--- config.mk ---
export PLATFORM = sky130hd
export DESIGN_NAME = fetch_stage
export DESIGN_NICKNAME = d
export VERILOG_FILES = /design/src/rtl/fetch_stage.sv
export SDC_FILE = /design/constraint.sdc
export NUM_CORES = 1
export LEC_CHECK = 0
export ABC_AREA = 1
export ABC_CLOCK_PERIOD_IN_PS = 1550
export CELL_PAD_IN_SITES_DETAIL_PLACEMENT = 1
export CELL_PAD_IN_SITES_GLOBAL_PLACEMENT = 2
export CORE_MARGIN = 1.5
export CORE_UTILIZATION = 28
export CTS_CLUSTER_DIAMETER = 100
export DETAILED_ROUTE_END_ITERATION = 12
export DONT_BUFFER_PORTS = 1
export HOLD_SLACK_MARGIN = 0.08
export PLACE_DENSITY = 0.77
export SLEW_MARGIN = 20
export SYNTH_ARGS = -nofsm -noshare
export SYNTH_HDL_FRONTEND = slang
export SYNTH_SLANG_ARGS = --single-unit
--- constraint.sdc ---
create_clock -name clk -period 1.55 [get_ports clk]
set_input_delay 0.31 -clock clk [delete_from_list [all_inputs] [get_ports clk]]
set_output_delay 0.31 -clock clk [all_outputs]
set_load 0.05 [all_outputs]
--- src/rtl/fetch_stage.sv ---
// IF stage of the 5-stage MIPS pipeline: PC register, next-PC select and IF/ID register.
// Optional FETCH_PERF_EN adds saturating fetch/stall performance counters.
module fetch_stage #(
  parameter logic [31:0] RESET_PC = 32'h0000_0000,
  parameter int          ADDR_W   = 6,
  parameter int          LAST_IDX = 20
) (
  input  logic              clk,
  input  logic              reset,
  output logic [ADDR_W-1:0] imem_addr,
  input  logic [31:0]       imem_rd,
  input  logic              stall_f,
  input  logic              stall_d,
  input  logic              flush_d,
  input  logic              br_taken,
  input  logic [31:0]       br_target,
  input  logic              j_taken,
  input  logic [31:0]       j_target,
  input  logic              jr_taken,
  input  logic [31:0]       jr_target,
  output logic [31:0]       pc_f,
  output logic [31:0]       instr_d,
  output logic [31:0]       pc_plus4_d,
  output logic              valid_d,
  output logic              done,
`ifdef FETCH_PERF_EN
  output logic [31:0]       perf_fetched,
  output logic [31:0]       perf_stalls,
`endif
  output logic              misalign
);

  localparam logic [31:0] LAST_U = LAST_IDX;

  logic [31:0] idx_ext;
  logic        in_range;
  logic [31:0] fetched;
  logic [31:0] pc_plus4;
  logic        redirect;
  logic [31:0] raw_target;

  assign imem_addr = pc_f[ADDR_W+1:2];
  assign idx_ext   = 32'(pc_f[ADDR_W+1:2]);
  assign in_range  = (pc_f[31:ADDR_W+2] == '0) && (idx_ext <= LAST_U);
  assign done      = !in_range;
  assign fetched   = in_range ? imem_rd : 32'h0;
  assign pc_plus4  = pc_f + 32'd4;
  assign redirect  = jr_taken || br_taken || j_taken;

  always_comb begin
    raw_target = j_target;
    if (jr_taken)
      raw_target = jr_target;
    else if (br_taken)
      raw_target = br_target;
  end

  // Redirects under stall_f are dropped; the hazard unit re-presents them.
  always_ff @(posedge clk) begin
    if (reset) begin
      pc_f     <= RESET_PC;
      misalign <= 1'b0;
    end else begin
      misalign <= 1'b0;
      if (!stall_f) begin
        if (redirect) begin
          pc_f     <= {raw_target[31:2], 2'b00};
          misalign <= |raw_target[1:0];
        end else if (in_range) begin
          pc_f <= pc_plus4;
        end
      end
    end
  end

  always_ff @(posedge clk) begin
    if (reset || flush_d) begin
      instr_d    <= 32'h0;
      pc_plus4_d <= 32'h0;
      valid_d    <= 1'b0;
    end else if (!stall_d) begin
      instr_d    <= fetched;
      pc_plus4_d <= pc_plus4;
      valid_d    <= in_range;
    end
  end

`ifdef FETCH_PERF_EN
  always_ff @(posedge clk) begin
    if (reset) begin
      perf_fetched <= 32'h0;
      perf_stalls  <= 32'h0;
    end else begin
      if (!flush_d && !stall_d && in_range && (perf_fetched != 32'hFFFF_FFFF))
        perf_fetched <= perf_fetched + 32'd1;
      if (stall_f && (perf_stalls != 32'hFFFF_FFFF))
        perf_stalls <= perf_stalls + 32'd1;
    end
  end
`endif

endmodule

==> results by group, run 1 <==
Layout
  – Commonest cells after routing, fill and taps aside: nand2_1, buf_4, nor2_1
  – Register area: 1933 sq um
  – Core Util, Final: 0.4336
  – Layout cell share with drive strength beyond 1: 0.3651
  – Ant diodes: 0
  – Syn-to-layout area delta: 51.18%
  – Most common cell after layout, fill and taps aside: nand2_1
  – Fin nets: 1,130
  – Multi-input gate area: 3795 sq um
  – Final Cell Area: 8164 sq um
  – Filler Cell Count: 2,347

STA
  – RSZ-0062 raised after global routing: true
  – Smallest hold slack: 0.09320 ns
  – Final setup violation count: 87
  – Maximum clock frequency: 0.5554 GHz
  – Fin. max-slew vios: 0
  – PnR worst setup slack: -0.2504 ns
  – Worst-Margin Slew: 1.114 ns
  – Clock Skew: 0.01205 ns
  – Period utilisation layout: 1.162
  – Final worst path period need: 1.800 ns
  – Worst slew margin relative to its limit: 0.2574
  – Hold Vio Cnt, Final: 0

Worst setup path
  – Crit-path leading delay family: simple AND/OR/NAND/NOR gates
  – Critical Path RT: 1.24 ns
  – WS Path Type: flip-flop to output port
  – Crit path largest cell delay: 0.36 ns
  – CP max FO: 2
  – Crit path buffers/inverters: 3
  – Critical Path AT: 1.49 ns
  – Crit path cell chain: inv_4, ha_4, inv_2, nand3_4, nand3_4, nor2_4, nand2_4, buf_12
  – Startpoint types: flip-flop
  – Crit path capture type: output port
  – Max stage delay cell, worst path: dfxtp_4
  – CP dominant cell by count: nand3_4

Logic synthesis
  – Register area share after synthesis: 0.3485
  – Syn Std Cell Area: 5400 sq um
  – Synth Register Bits: 94
  – Avg Inst Size Synth: 6.158 sq um
  – Synthesized netlist cell count: 877
  – Ys Warns: 0
  – Synth unique cells: 29

Floorplan
  – Starting Density: 0.2868
  – Die outline width: 141.9 microns
  – Ports: 241
  – Die area: 20,130 sq um
  – Standard-cell rows: 50
  – Core area: 18,830 sq um
  – Chip Height: 141.9 microns

Drt
  – Total vias in the final route: 6,170
  – WL final: 23,030 microns
  – Drt pass-1 iters: 4
  – Drt drc: 0
  – Antenna Violating Nets Remaining: 0
  – Met2 wire length: 11,920 microns
  – Initial DRC Count: 231
  – M1 WL: 9308 microns
  – Wire length per cell: 18.32 microns
  – Met3 Routed Length: 1180 microns
  – Max Used Layer: met4
  – DR vias/cell: 4.909

Power
  – Maximum vdd drop: 0.6250 mV
  – Pwr Total: 6.776 mW
  – Leakage: 3.559 nW
  – Power Dens Cells: 829.9 nW/um^2

Placement
  – Gpl congestion: 0.8313
  – Port bufs: 0
  – HPWL Detailed: 15,970 microns
  – DP Area: 6410 sq um

Global route
  – First-pass GRT wire length: 34,300 microns
  – Pin count of the biggest net entering global routing: 37
  – GRT Total Usage: 0.2219
  – Initial antenna violation count: 0
  – Vias in the first global route: 6,342
  – Total gr overflow: 0

CTS
  – CTS Sinks: 94
  – Worst-skew pair later-pin latency: 0.36 ns
  – Root buf cell: clkbuf_16
  – Clock transition at the registers of the reported paths: 0.08 ns
  – TritonCTS buffer count: 9
  – H-Tree Depth: 3
  – CTS Buffer Depth: 2
  – CTS tree: done

Run
  – # Max-Cap Violations: 0

Status
  – Failing checks: negative setup slack
  – Status: finished, violations left

Hold path
  – Hold Path Class: input pin to flip-flop
## cells in the mapped netlist
master | instances | area (sq um)
clkinv_1 | 1 | 3.750
clkbuf_1 | 27 | 101.4
nand3_1 | 74 | 370.4
inv_2 | 7 | 26.28
buf_6 | 4 | 45.04
buf_1 | 2 | 7.510
a21oi_1 | 70 | 350.3
buf_2 | 15 | 75.07
nand2_2 | 11 | 68.82
o311ai_1 | 1 | 8.760
xnor2_1 | 1 | 8.760
nor2_1 | 138 | 518.0
nor2_4 | 1 | 11.26
a21oi_2 | 5 | 43.79
inv_1 | 68 | 255.2
nand2_1 | 255 | 957.2
o22ai_1 | 1 | 6.260
dfxtp_1 | 94 | 1882
ha_1 | 2 | 25.02
nor2_8 | 1 | 20.02
xor2_1 | 8 | 70.07
o211ai_1 | 18 | 135.1
nor2_2 | 5 | 31.28
nand3b_1 | 2 | 15.01
buf_4 | 10 | 75.07
nor3_1 | 7 | 35.03
conb_1 | 1 | 3.750
nand4_1 | 8 | 50.05
o21ai_0 | 40 | 200.2
## sequential cells by signal, summed over array words and instances (netlist names)
signal      count
instr_d        32
misalign        1
pc_f           30
pc_plus4_d     30
valid_d         1
## what timing repair did
action                                 in CTS  in global routing
cloned                                      2                  3
setup endpoints to repair                  81                 92
hold buffers                               31                  0
gates resized for setup                    51                223
setup buffers                               8                  9
pin swaps                                   8                 52
endpoints found under the hold margin      34                  0
## stage by stage
stage          setup slack [ns]  std cells  TNS [ns]
6_report                -0.2504       1257    -11.40
5_1_grt                 -0.3049       1257    -17.90
4_1_cts                 -0.2746       1250    -11.44
3_5_place_dp            -0.2259       1193    -8.787
3_3_place_gp            -0.2017       1193    -6.426
2_1_floorplan          -0.07415        880    -2.765
## area by class of cell
type / count / area share
Tap cell: 260 / 0.03985
Clock inverter: 7 / 0.009195
Clock buffer: 9 / 0.02759
Sequential cell: 94 / 0.2368
Multi-Input combinational cell: 652 / 0.4648
Timing Repair Buffer: 159 / 0.1856
Inverter: 76 / 0.03617
## worst paths after layout
path | start | end | slack [ns] | cells after the start
worst max-delay path | pc_f[3]$_SDFFE_PP0P_ | done | -0.25 | 8
worst min-delay path | imem_rd[6] | instr_d[6]$_SDFFE_PP0N_ | 0.09 | 2
worst max register to register | pc_f[3]$_SDFFE_PP0P_ | instr_d[1]$_SDFFE_PP0N_ | -0.20 | 12
worst min register to register | pc_plus4_d[15]$_SDFFE_PP0N_ | pc_plus4_d[15]$_SDFFE_PP0N_ | 0.49 | 2
## kinds of logic (layout without fill, tap and decap cells)
kind of cell,Yosys count,after routing,synth area share
buf+inv,134,251,0.1091
xor+xnor,9,9,0.01460
flops,94,94,0.3485
fa+ha+maj,2,2,0.004633
compound gates,135,135,0.1379
other cells,1,4,0.0006944
simple gates,502,502,0.3846
## metal layers
layer / global-route usage / up-vias
met5: 0 / -
li1: - / 3009
met4: 0.07488 / 0
met2: 0.4072 / 142
met1: 0.2493 / 2987
met3: 0.05501 / 32
## power breakdown
part | leakage, nW | internal, mW | switching [mW]
Sequential | 0.779 | 2.52 | 0.151
Combinational | 2.64 | 0.631 | 1.17
Clock | 0.145 | 1.15 | 1.15
Total | 3.56 | 4.30 | 2.47
No activity file was read; power rests on OpenSTA's default activity.
==> run 2: changes to the inputs <==
- CTS_CLUSTER_DIAMETER: 100 -> 200
- GPL_TIMING_DRIVEN: unset -> 0
==> results by group, run 2 (same netlist as run 1, synthesis figures left out) <==
Floorplan
  – Chip Height: 141.9 microns (unchanged)
  – Starting Density: 0.2868 (unchanged)
  – Core area: 18,830 sq um (unchanged)
  – Ports: 241 (unchanged)
  – Die area: 20,130 sq um (unchanged)
  – Die outline width: 141.9 microns (unchanged)
  – Standard-cell rows: 50 (unchanged)

Worst setup path
  – WS Path Type: flip-flop to flip-flop
  – RR Startpoint: pc_f[31]$_SDFFE_PP0P_
  – R2R depth: 9 (-3)
  – Worst R2R End: instr_d[16]$_SDFFE_PP0N_
  – Crit path capture type: flip-flop
  – CP max FO: 5 (+3)
  – Critical Path AT: 2.26 ns (+0.77 ns)
  – Startpoint types: flip-flop
  – Critical Path RT: 1.85 ns (+0.61 ns)
  – R2R Setup Slk: -0.42 ns (-0.22 ns)

STA
  – Final setup violation count: 89 (+2.3%)
  – Smallest hold slack: 0.09219 ns (-0.001016 ns)
  – RSZ-0062 raised after global routing: true
  – Final worst path period need: 1.967 ns (+0.1661 ns)
  – Worst slew margin relative to its limit: 0.5485 (+0.2912)
  – Worst-Margin Slew: 0.6772 ns (-0.4368 ns)
  – Maximum clock frequency: 0.5085 GHz (-8.4%)
  – Fin. max-slew vios: 0 (unchanged)
  – Hold Vio Cnt, Final: 0 (unchanged)
  – Clock Skew: 0.01143 ns (-0.0006178 ns)
  – PnR worst setup slack: -0.4166 ns (-0.1661 ns)
  – Sum of negative setup slack: -23.47 ns (-12.07 ns)
  – Period utilisation layout: 1.269 (+0.1072)

Global route
  – Pin count of the biggest net entering global routing: 20 (-46%)
  – Total gr overflow: 0 (unchanged)
  – GRT Total Usage: 0.2199 (-0.001940)
  – Vias in the first global route: 6,074 (-4.2%)
  – First-pass GRT wire length: 33,820 microns (-1.4%)
  – Initial antenna violation count: 0 (unchanged)

Hold path
  – Hold Path Class: input pin to flip-flop
  – Hold Crit Start: imem_rd[20]
  – Hold EP: instr_d[20]$_SDFFE_PP0N_
  – Hold path depth: 2 (unchanged)

Placement
  – DP Area: 5837 sq um (-8.9%)
  – Gpl congestion: 0.8326 (+0.16%)
  – Port bufs: 0 (unchanged)
  – Placed Instances: 1,140 (-4.4%)
  – HPWL Detailed: 16,720 microns (+4.6%)
  – Dpl ws: -0.5426 ns (-0.3168 ns)

CTS
  – Worst-skew pair later-pin latency: 0.36 ns (about the same)
  – CTS Buffer Depth: 2 (unchanged)
  – Root buf cell: clkbuf_16
  – CTS tree: done
  – H-Tree Depth: 3 (unchanged)
  – TritonCTS buffer count: 9 (unchanged)
  – Clock transition at the registers of the reported paths: 0.08 ns (about the same)
  – CTS Sinks: 94 (unchanged)

Drt
  – Total vias in the final route: 6,008 (-2.6%)
  – Drt pass-1 iters: 4 (unchanged)
  – DR vias/cell: 4.929 (+0.41%)
  – Initial DRC Count: 157 (-32%)
  – Drt drc: 0 (unchanged)
  – WL final: 22,690 microns (-1.5%)
  – Antenna Violating Nets Remaining: 0 (unchanged)
  – Wire length per cell: 18.62 microns (+1.6%)

Layout
  – Top Registers: instr_d: 32 flops, pc_f: 30 flops, pc_plus4_d: 30 flops
  – Core Util, Final: 0.3972 (-0.03635)
  – Ant diodes: 0 (unchanged)
  – Max reg flops: 32 (unchanged)
  – Fin nets: 1,092 (-3.4%)
  – Most common cell after layout, fill and taps aside: nand2_1
  – Layout cell share with drive strength beyond 1: 0.2607 (-0.1044)
  – Commonest cells after routing, fill and taps aside: nand2_1, nor2_1, dfxtp_1
  – Most flops, register: instr_d
  – Syn-to-layout area delta: 38.51%
  – Non-Filler Instances: 1,219 (-3.0%)
  – Final Cell Area: 7480 sq um (-8.4%)

Power
  – Power Dens Cells: 866.2 nW/um^2 (+4.4%)
  – Leakage: 3.120 nW (-12%)
  – Pwr Total: 6.479 mW (-4.4%)
  – Maximum vdd drop: 0.5128 mV (-18%)

Run
  – # Max-Cap Violations: 0 (unchanged)

Status
  – Status: finished, violations left
  – Failing checks: negative setup slack
[run 2: routing by layer]
metal  GRT usage  share of wire  up-vias
li1            -              -     2948
met1      0.2655           0.42     2890
met2      0.3833           0.51      151
met3     0.06885          0.064       19
met4     0.04612          0.014        0
met5           0              0        -
[run 2: cell type report]
class | count | area (sq um)
clock inverter | 7 | 75.07
inverter | 76 | 292.8
buffer | 58 | 352.8
timing repair buffer | 63 | 690.7
tap | 260 | 325.3
multi-input combinational | 652 | 3536
clock buffer | 9 | 225.2
fill | 2391 | 11350
sequential | 94 | 1982
[run 2: worst max path at each step]
stage	end	start	slack [ns]	depth (start not counted)
CTS	done	pc_f[2]$_SDFFE_PP0P_	-0.36	7
global placement	pc_f[12]$_SDFFE_PP0P_	pc_f[2]$_SDFFE_PP0P_	-0.50	10
finish	instr_d[16]$_SDFFE_PP0N_	pc_f[31]$_SDFFE_PP0P_	-0.42	9
detailed placement	pc_f[12]$_SDFFE_PP0P_	pc_f[2]$_SDFFE_PP0P_	-0.54	10
floorplan	pc_f[9]$_SDFFE_PP0P_	pc_f[20]$_SDFFE_PP0P_	-0.07	12
global route	instr_d[16]$_SDFFE_PP0N_	pc_f[2]$_SDFFE_PP0P_	-0.51	12
[run 2: worst max-delay path, cell delays in order, from the launching register on]
cell and delay [ns]:
dfxtp_2 0.45, nor2_1 0.18, nand4_1 0.21, nor2_4 0.23, nand2_8 0.14, nor2_8 0.19
buf_12 0.15, buf_8 0.12, nand2_1 0.08, a21oi_2 0.13
[run 2: report_power, final]
part | internal [mW] | total (mW) | switching (mW)
clock | 1.15 | 2.29 | 1.15
sequential | 2.52 | 3.05 | 0.536
combinational | 0.421 | 1.13 | 0.711
[run 2: repair_timing]
item,4_1_cts,5_1_grt
hold buffers,31,1
gates cloned,3,1
hold endpoints to repair,31,1
gates resized for setup,119,84
buffers inserted,20,14
endpoints found under the setup margin,90,90
pin swaps,25,28
==> run 3: changes to the inputs <==
- SLEW_MARGIN: 20 -> unset
==> results of run 3 <==
Same layout as run 2: the final DEF is identical, and so are final timing and power.
